### src/rtl/mc_bus_regs.sv
// MCU parallel-bus register file: syncs async strobes, decodes R/W, holds IO buffer and PWM config.
// Latency: read data/oe valid SYNC_STAGES+1 clocks after mc_oe falls; writes land 1 clock after synced WE rises.
// Backpressure: none; the MCU must hold address/data SYNC_STAGES+2 clocks past the WE rising edge.
module mc_bus_regs #(
    parameter int                 MC_DATA_WIDTH = 16,
    parameter int                 MC_ADD_WIDTH  = 6,
    parameter int                 SYNC_STAGES   = 2,
    parameter logic [15:0]        PWM_ON_RST    = 16'h0002,
    parameter logic [15:0]        PWM_OFF_RST   = 16'h0081
) (
    input  logic                     clock,
    input  logic                     reset,
    input  logic                     mc_ce,
    input  logic                     mc_we,
    input  logic                     mc_oe,
    input  logic [MC_ADD_WIDTH-1:0]  mc_add,
    input  logic [MC_DATA_WIDTH-1:0] mc_din,
    output logic [MC_DATA_WIDTH-1:0] mc_dout,
    output logic                     mc_dout_en,
    output logic [4:0]               buf_oe,
    output logic [4:0]               buf_dir,
    output logic [4:0]               buf_od,
    output logic [4:0]               buf_dout,
    input  logic [4:0]               buf_din,
    output logic [15:0]              pwm_on,
    output logic [15:0]              pwm_off,
    output logic                     pwm_reset
);

    localparam logic [MC_ADD_WIDTH-1:0] A_ID      = MC_ADD_WIDTH'(8'h00);
    localparam logic [MC_ADD_WIDTH-1:0] A_CTRL    = MC_ADD_WIDTH'(8'h01);
    localparam logic [MC_ADD_WIDTH-1:0] A_PWM_ON  = MC_ADD_WIDTH'(8'h02);
    localparam logic [MC_ADD_WIDTH-1:0] A_PWM_OFF = MC_ADD_WIDTH'(8'h03);
    localparam logic [MC_ADD_WIDTH-1:0] A_BUF_OE  = MC_ADD_WIDTH'(8'h04);
    localparam logic [MC_ADD_WIDTH-1:0] A_BUF_DIR = MC_ADD_WIDTH'(8'h05);
    localparam logic [MC_ADD_WIDTH-1:0] A_BUF_OD  = MC_ADD_WIDTH'(8'h06);
    localparam logic [MC_ADD_WIDTH-1:0] A_BUF_DO  = MC_ADD_WIDTH'(8'h07);
    localparam logic [MC_ADD_WIDTH-1:0] A_BUF_DIN = MC_ADD_WIDTH'(8'h08);
    localparam logic [MC_ADD_WIDTH-1:0] A_SCRATCH = MC_ADD_WIDTH'(8'h09);

    typedef enum logic [1:0] {IDLE, WR, RD} state_t;

    // ---------------- input synchronisers ----------------
    logic [SYNC_STAGES-1:0]   ce_sync_q, ce_sync_d;
    logic [SYNC_STAGES-1:0]   we_sync_q, we_sync_d;
    logic [SYNC_STAGES-1:0]   oe_sync_q, oe_sync_d;
    logic [MC_ADD_WIDTH-1:0]  add_sync_q [SYNC_STAGES];
    logic [MC_ADD_WIDTH-1:0]  add_sync_d [SYNC_STAGES];
    logic [MC_DATA_WIDTH-1:0] din_sync_q [SYNC_STAGES];
    logic [MC_DATA_WIDTH-1:0] din_sync_d [SYNC_STAGES];
    logic [4:0]               bdin_sync_q [SYNC_STAGES];
    logic [4:0]               bdin_sync_d [SYNC_STAGES];

    logic                     ce_s, we_s, oe_s;
    logic [MC_ADD_WIDTH-1:0]  add_s;
    logic [MC_DATA_WIDTH-1:0] din_s;
    logic [4:0]               buf_din_s;

    always_comb begin
        ce_sync_d = {ce_sync_q[SYNC_STAGES-2:0], mc_ce};
        we_sync_d = {we_sync_q[SYNC_STAGES-2:0], mc_we};
        oe_sync_d = {oe_sync_q[SYNC_STAGES-2:0], mc_oe};
        add_sync_d[0]  = mc_add;
        din_sync_d[0]  = mc_din;
        bdin_sync_d[0] = buf_din;
        for (int i = 1; i < SYNC_STAGES; i++) begin
            add_sync_d[i]  = add_sync_q[i-1];
            din_sync_d[i]  = din_sync_q[i-1];
            bdin_sync_d[i] = bdin_sync_q[i-1];
        end
    end

    assign ce_s      = ce_sync_q[SYNC_STAGES-1];
    assign we_s      = we_sync_q[SYNC_STAGES-1];
    assign oe_s      = oe_sync_q[SYNC_STAGES-1];
    assign add_s     = add_sync_q[SYNC_STAGES-1];
    assign din_s     = din_sync_q[SYNC_STAGES-1];
    assign buf_din_s = bdin_sync_q[SYNC_STAGES-1];

    // ---------------- state and registers ----------------
    state_t                   state_q, state_d;
    logic                     commit;
    logic                     apply;
    logic [15:0]              rd_val;

    logic [MC_DATA_WIDTH-1:0] mc_dout_q, mc_dout_d;
    logic                     mc_dout_en_q, mc_dout_en_d;
    logic [4:0]               buf_oe_q, buf_oe_d;
    logic [4:0]               buf_dir_q, buf_dir_d;
    logic [4:0]               buf_od_q, buf_od_d;
    logic [4:0]               buf_dout_q, buf_dout_d;
    logic [15:0]              pwm_on_q, pwm_on_d;
    logic [15:0]              pwm_off_q, pwm_off_d;
    logic [15:0]              pwm_on_sh_q, pwm_on_sh_d;
    logic [15:0]              pwm_off_sh_q, pwm_off_sh_d;
    logic                     enable_q, enable_d;
    logic [15:0]              scratch_q, scratch_d;
    logic                     apply_pulse_q, apply_pulse_d;

    // Write wins over read when both strobes are low; WE rising commits even if CE rises with it.
    always_comb begin
        state_d = state_q;
        commit  = 1'b0;
        case (state_q)
            IDLE: begin
                if (!ce_s && !we_s)      state_d = WR;
                else if (!ce_s && !oe_s) state_d = RD;
            end
            WR: begin
                if (we_s) begin
                    commit  = 1'b1;
                    state_d = IDLE;
                end else if (ce_s) begin
                    state_d = IDLE;
                end
            end
            RD: begin
                if (oe_s || ce_s) state_d = IDLE;
            end
            default: state_d = IDLE;
        endcase
    end

    always_comb begin
        rd_val = 16'h0000;
        case (add_s)
            A_ID:      rd_val = 16'hB9A1;
            A_CTRL:    rd_val = {15'd0, enable_q};
            A_PWM_ON:  rd_val = pwm_on_sh_q;
            A_PWM_OFF: rd_val = pwm_off_sh_q;
            A_BUF_OE:  rd_val = {11'd0, buf_oe_q};
            A_BUF_DIR: rd_val = {11'd0, buf_dir_q};
            A_BUF_OD:  rd_val = {11'd0, buf_od_q};
            A_BUF_DO:  rd_val = {11'd0, buf_dout_q};
            A_BUF_DIN: rd_val = {11'd0, buf_din_s};
            A_SCRATCH: rd_val = scratch_q;
            default:   rd_val = 16'h0000;
        endcase
    end

    always_comb begin
        buf_oe_d     = buf_oe_q;
        buf_dir_d    = buf_dir_q;
        buf_od_d     = buf_od_q;
        buf_dout_d   = buf_dout_q;
        pwm_on_sh_d  = pwm_on_sh_q;
        pwm_off_sh_d = pwm_off_sh_q;
        enable_d     = enable_q;
        scratch_d    = scratch_q;
        pwm_on_d     = pwm_on_q;
        pwm_off_d    = pwm_off_q;
        apply        = 1'b0;
        if (commit) begin
            case (add_s)
                A_CTRL: begin
                    enable_d = din_s[0];
                    apply    = din_s[1] || (din_s[0] && !enable_q);
                end
                A_PWM_ON:  pwm_on_sh_d  = din_s[15:0];
                A_PWM_OFF: pwm_off_sh_d = din_s[15:0];
                A_BUF_OE:  buf_oe_d     = din_s[4:0];
                A_BUF_DIR: buf_dir_d    = din_s[4:0];
                A_BUF_OD:  buf_od_d     = din_s[4:0];
                A_BUF_DO:  buf_dout_d   = din_s[4:0];
                A_SCRATCH: scratch_d    = din_s[15:0];
                default: ;
            endcase
        end
        if (apply) begin
            pwm_on_d  = pwm_on_sh_q;
            pwm_off_d = pwm_off_sh_q;
        end
        apply_pulse_d = apply;
        // Load read data on the RD entry edge so data and enable appear together.
        mc_dout_en_d  = (state_d == RD);
        mc_dout_d     = (state_d == RD) ? MC_DATA_WIDTH'(rd_val) : mc_dout_q;
    end

    always_ff @(posedge clock) begin
        if (reset) begin
            ce_sync_q     <= '1;
            we_sync_q     <= '1;
            oe_sync_q     <= '1;
            for (int i = 0; i < SYNC_STAGES; i++) begin
                add_sync_q[i]  <= '0;
                din_sync_q[i]  <= '0;
                bdin_sync_q[i] <= '0;
            end
            state_q       <= IDLE;
            mc_dout_q     <= '0;
            mc_dout_en_q  <= 1'b0;
            buf_oe_q      <= '0;
            buf_dir_q     <= '0;
            buf_od_q      <= '0;
            buf_dout_q    <= '0;
            pwm_on_q      <= PWM_ON_RST;
            pwm_off_q     <= PWM_OFF_RST;
            pwm_on_sh_q   <= PWM_ON_RST;
            pwm_off_sh_q  <= PWM_OFF_RST;
            enable_q      <= 1'b0;
            scratch_q     <= '0;
            apply_pulse_q <= 1'b0;
        end else begin
            ce_sync_q     <= ce_sync_d;
            we_sync_q     <= we_sync_d;
            oe_sync_q     <= oe_sync_d;
            for (int i = 0; i < SYNC_STAGES; i++) begin
                add_sync_q[i]  <= add_sync_d[i];
                din_sync_q[i]  <= din_sync_d[i];
                bdin_sync_q[i] <= bdin_sync_d[i];
            end
            state_q       <= state_d;
            mc_dout_q     <= mc_dout_d;
            mc_dout_en_q  <= mc_dout_en_d;
            buf_oe_q      <= buf_oe_d;
            buf_dir_q     <= buf_dir_d;
            buf_od_q      <= buf_od_d;
            buf_dout_q    <= buf_dout_d;
            pwm_on_q      <= pwm_on_d;
            pwm_off_q     <= pwm_off_d;
            pwm_on_sh_q   <= pwm_on_sh_d;
            pwm_off_sh_q  <= pwm_off_sh_d;
            enable_q      <= enable_d;
            scratch_q     <= scratch_d;
            apply_pulse_q <= apply_pulse_d;
        end
    end

    assign mc_dout    = mc_dout_q;
    assign mc_dout_en = mc_dout_en_q;
    assign buf_oe     = buf_oe_q;
    assign buf_dir    = buf_dir_q;
    assign buf_od     = buf_od_q;
    assign buf_dout   = buf_dout_q;
    assign pwm_on     = pwm_on_q;
    assign pwm_off    = pwm_off_q;
    // Held low only while enabled and not in the cycle right after a period reload.
    assign pwm_reset  = ~enable_q | apply_pulse_q;

endmodule

### config.mk
export PLATFORM = sky130hd
export DESIGN_NAME = mc_bus_regs
export DESIGN_NICKNAME = d
export VERILOG_FILES = /design/src/rtl/mc_bus_regs.sv
export SDC_FILE = /design/constraint.sdc
export NUM_CORES = 1
export LEC_CHECK = 0
export BUFFER_PORTS_ARGS = -buffer_cell sky130_fd_sc_hd__buf_4
export CORE_ASPECT_RATIO = 0.8
export CORE_MARGIN = 10
export CORE_UTILIZATION = 40
export CTS_CLUSTER_SIZE = 14
export DETAILED_ROUTE_END_ITERATION = 12
export SKIP_LAST_GASP = 1
export SYNTH_ARGS = -nofsm -noshare
export SYNTH_HDL_FRONTEND = slang
export SYNTH_SLANG_ARGS = --single-unit
### constraint.sdc
create_clock -name clock -period 2.6 [get_ports clock]
set_clock_uncertainty 0.15 [all_clocks]
set_input_delay 0.52 -clock clock [delete_from_list [all_inputs] [get_ports clock]]
set_output_delay 0.52 -clock clock [all_outputs]
set_load 0.01 [all_outputs]
======== Word-level counts from Yosys, hierarchy flattened ========
Memories as Yosys holds them, arrays and structs flattened.
Cells that the tools add are included.
storage, ports and cells
  register bits ........................... 127
  memories kept ........................... 3
  logic and storage cells ................. 79
  input port bits ......................... 32
  memory bits (writable) .................. 54
  output and inout port bits .............. 70
memories
  memory       depth  width  read ports  clocked after Yosys merged registers in  wr ports  line  RTL
  din_sync_q   2      16     2           0                                        2         49    logic [MC_DATA_WIDTH-1:0] din_sync_q [SYNC_STAGES];
  add_sync_q   2      6      2           0                                        2         47    logic [MC_ADD_WIDTH-1:0] add_sync_q [SYNC_STAGES];
  bdin_sync_q  2      5      2           0                                        2         51    logic [4:0] bdin_sync_q [SYNC_STAGES];
cells by class
  muxes and demuxes ....................... 20
  bitwise gates (word level) .............. 8
  reduce and logical (&&, ||, !) cells .... 19
  equality and inequality tests ........... 12
operators with widths
  operator                                        count
  one-hot mux 16 bit (10 select lines)            1
  two-way mux 16 bit                              2
  == test 6 x 3 -> 1 bit (second input constant)  4
  AND reduction 2 bit                             8
  == test 6 x 2 -> 1 bit (second input constant)  2
  == test 6 x 4 -> 1 bit (second input constant)  2
  two-way mux 6 bit                               2
  two-way mux 2 bit                               5
  two-way mux 5 bit                               2
  two-way mux 1 bit                               7
  bitwise OR 1 bit                                7
  == test 6 x 1 -> 1 bit (second input constant)  1
  zero test 6 bit                                 1
  one-hot mux 2 bit (3 select lines)              1
  == test 2 bit (second input constant)           2
  zero test 1 bit                                 4
  logical AND 1 bit                               3
  == test 2 x 1 -> 1 bit (second input constant)  1
  zero test 2 bit                                 1
  logical OR 1 bit                                2
  NOT 1 bit                                       1

======== Logic depth before layout (Yosys ltp) ========
  word-level depth ........................ 6
  mapped depth ............................ 7
  depth with buffers taken out ............ 5

======== Worst setup path before layout ========
Ideal clock, no wire load.
  path kind ............................... register to register
  from .................................... memory add_sync_q[1][2], in the netlist add_sync_q[0][8]
  to ...................................... register pwm_on_sh_q[1]
  setup time .............................. 0.122 ns
  stages on the path, launching flop included .. 7
  slack ................................... 0.656 ns
  clock period less this slack ............ 1.944 ns
  data arrival time ....................... 1.671 ns
  path buffers ............................ 1
  data required time ...................... 2.328 ns
  cell sequence ........................... dfxtp_1 -> or4_4 -> nor3b_4 -> nand2_1 -> clkbuf_1 -> nand2_1 -> nand3b_1
RTL lines
  what                  line  RTL
  from (decl)           47
  to (signal assigned)  221   pwm_on_sh_q <= pwm_on_sh_d;
  to (decl)             94    logic [15:0] pwm_on_sh_q, pwm_on_sh_d;

==> impl_metrics.json <==
{
  "r2r_start": "add_sync_q[0][8]$_SDFF_PP0_",
  "grt_overflow": 0,
  "insertion_delay_ns": 0.43,
  "synth_most_common_cell": "nand2_1",
  "rows": 41,
  "period_needed_ns": 2.27,
  "cts.sinks": 181,
  "clk_pin_slew_worst_paths_ns": 0.06,
  "whs_path_depth": 2,
  "ys_types": 41,
  "p_sw_share_pct": 20.8,
  "tns_ns": 0,
  "root_buffer": "clkbuf_16",
  "seq_area_frac_synth_pct": 56.6,
  "hold_path_end": "we_sync_q[0]$_SDFF_PP1_",
  "grt_pass1_wl_mm": 27.2,
  "pin_count": 102,
  "p_switching_mw": 1.15,
  "startpoint_type": "flop",
  "maxSlewViolCount": 0,
  "synth_top_cell_by_area": "dfxtp_1",
  "comb_power_share_pct": 3.3,
  "synth_area_per_cell_um2": 8.97,
  "cts_hold_buf": 0,
  "cts_buffers": 17,
  "slew_headroom_pct": 30.3,
  "routedWlPerCell_um": 16.4,
  "holdWs_ns": 0.123,
  "vias": 5095,
  "synth-edff-count": 0,
  "grt_usage_pct": 15.9,
  "worstMarginPinSlew_ns": 1.04,
  "pwr-share-seq_pct": 51.5,
  "yosysTopAreaCellShare_pct": 56.6,
  "start_util_pct": 40.7,
  "ir_worst_vdd_mv": 0.454,
  "cp_cell_sequence": "or4_4 > nor3_2 > o21a_1 > buf_4 > nand2_1 > a21oi_1",
  "synth.area.top_cells": "dfxtp_1 57%, nand2_1 11%, a21oi_1 7.4%",
  "cts_tree": "done",
  "post-route-period-util_pct": 87.4,
  "drive_gt1_share_pct": 20.4,
  "stdcell_area_um2": 7980,
  "drc": 0,
  "setup_viol": 0,
  "dieHeight_um": 133,
  "finalHoldViolations": 0,
  "critPathBufInv": 1,
  "total_power_mw": 5.53,
  "slowest_delay_ns": 0.61,
  "die_area_um2": 21500,
  "drtPass1Iterations": 5,
  "syn-instance-count": 714,
  "power_frac_clock_pct": 45.2,
  "grt_max_degree": 90,
  "layout-area-overhead-vs-synth_pct": 24.5,
  "cts-htree-levels": 4,
  "crit_type": "reg -> reg",
  "outcome": "completed",
  "post-dp-hpwl_mm": 12.3,
  "finalNetCount": 839,
  "reg2reg_to": "pwm_on[3]$_SDFFE_PP0P_",
  "antenna_found_initial": 0,
  "io_buffers": 101,
  "syn_area_um2": 6410,
  "drt-initial-drc-count": 380,
  "hold_path.startpoint": "mc_we",
  "place_area_um2": 7400,
  "syn_nets": 746,
  "diodes": 0,
  "worst_ep_required_time_ns": 2.79,
  "cp_slowest_cell": "or4_4",
  "reg2regPathDepth": 6,
  "rsz0062_at_grt": "no",
  "p_leak_nw": 3.04,
  "vias_per_cell": 4.93,
  "cp.arrival_ns": 2.47,
  "p_per_area_nw_per_um2": 693,
  "final_core_util_pct": 50.6,
  "synth_ff_type": "dfxtp_1",
  "cts_setup_buffers": 0,
  "synth_seq_cells": 181,
  "internal-power_mw": 4.38,
  "drtAntennaViolNets": 0,
  "crit_path_end_kind": "flop",
  "grt_pass1_vias": 4997,
  "min_path_type": "in -> reg",
  "cts_resized": 0,
  "cts_buffer_depth": 2,
  "r2r_slack_ns": 0.33,
  "crit_fanout": 32,
  "core-area_um2": 15700,
  "cp_top_family": "simple AND/OR/NAND/NOR gates",
  "ys_warn_count": 0,
  "cap_violations": 0,
  "wl_mm": 17.0,
  "ys_async_sr_fraction_pct": 0,
  "fmax_mhz": 440,
  "die_w_um": 162,
  "gp_congestion": 0.963,
  "synthTopCellsByCount": "191 x nand2_1, 181 x dfxtp_1, 95 x a21oi_1"
}
power by group through the flow:
stage	clock [mW]	combinational, mW	sequential, mW
after floorplan	0	0.118	2.89
after global placement	0	0.179	2.91
after detailed placement	0	0.181	2.91
after CTS	2.55	0.182	2.85
after global routing	2.65	0.201	2.85
final	2.50	0.180	2.85
worst reg2reg max path, delay by kind of cell (launching register included):
family | cells | cell delay [ns]
and+or+nand+nor | 3 | 1.05
DFF | 1 | 0.38
AOI/OAI and AO/OA | 2 | 0.31
buffers and inverters | 1 | 0.30
worst max path at each step:
stage	start	end	slack [ns]	cells after the start
6_report	add_sync_q[0][8]$_SDFF_PP0_	pwm_on[3]$_SDFFE_PP0P_	0.33	6
5_1_grt	add_sync_q[0][8]$_SDFF_PP0_	scratch_q[8]$_SDFFE_PP0P_	0.12	6
4_1_cts	add_sync_q[0][8]$_SDFF_PP0_	pwm_on[3]$_SDFFE_PP0P_	0.29	6
3_5_place_dp	add_sync_q[0][8]$_SDFF_PP0_	pwm_on[0]$_SDFFE_PP0P_	0.35	6
3_3_place_gp	add_sync_q[0][8]$_SDFF_PP0_	pwm_on[15]$_SDFFE_PP0P_	0.41	6
2_1_floorplan	add_sync_q[0][8]$_SDFF_PP0_	pwm_on_sh_q[1]$_SDFFE_PP1P_	0.66	6
per-stage QoR:
stage               worst slack [ns]  std cells
floorplan                      0.656        714
global placement               0.406       1003
detailed placement             0.354       1003
CTS                            0.295       1033
global route                   0.117       1033
finish                         0.327       1033
cell type report:
cell class	count	area, um^2
Clock inverter	8	101
Multi-Input combinational cell	487	2590
Sequential cell	181	3620
Tap cell	215	269
Fill cell	1485	7770
Clock buffer	22	474
Timing Repair Buffer	120	913
cell families after synthesis:
logic type             after synthesis  synth area share (%)
AO/OA/AOI/OAI                      144                  13.1
buffers and inverters               46                  3.01
flip-flops                         181                  56.6
multiplexers                        23                  3.85
AND/OR/NAND/NOR                    320                  23.5
registers in the layout (all words and copies together), names as in the netlist, 5 cells and up:
| name | flops |
|---|---|
| buf_oe | 5 |
| add_sync_q | 12 |
| buf_dout | 5 |
| buf_od | 5 |
| din_sync_q | 32 |
| scratch_q | 16 |
| bdin_sync_q | 10 |
| buf_dir | 5 |
| pwm_on | 16 |
| mc_dout | 16 |
| pwm_off_sh_q | 16 |
| pwm_on_sh_q | 16 |
| pwm_off | 16 |
per-layer routing:
layer | GRT usage, % | wire, um
met2 | 22.0 | 7020
met3 | 5.08 | 1140
met4 | 5.70 | 263
met1 | 22.5 | 8530
met5 | 0 | 0
cell usage in the layout (no fill, tap or decap), types with 2 or more instances in the layout:
cell        netlist  final
mux2i_1          19     19
a21oi_1          95     95
nor2_1           22     22
or2_2             8      8
mux2_2            3      3
a221oi_1          8      8
a21o_1            6      6
clkinv_2          0      2
a22oi_1           4      4
nor2b_1          58     58
clkbuf_8          0      3
dfxtp_1         181    181
nand3_1          11     11
nand3b_1          8      8
clkbuf_1         31      2
nand2_1         191    191
or4b_1            2      2
clkinvlp_4        0      3
a22o_1            6      6
and2_1            2      2
a31oi_1           2      2
a211oi_1          2      2
nor3_2            4      4
nor4_1            3      3
bufinv_16         0      2
o21a_1            2      2
a32oi_1           3      3
buf_4             2    119
o21ai_0           9      9
nor3_1            5      5
clkbuf_16         0     17
nand2b_1          2      2
(Power assumes the default switching activity.)
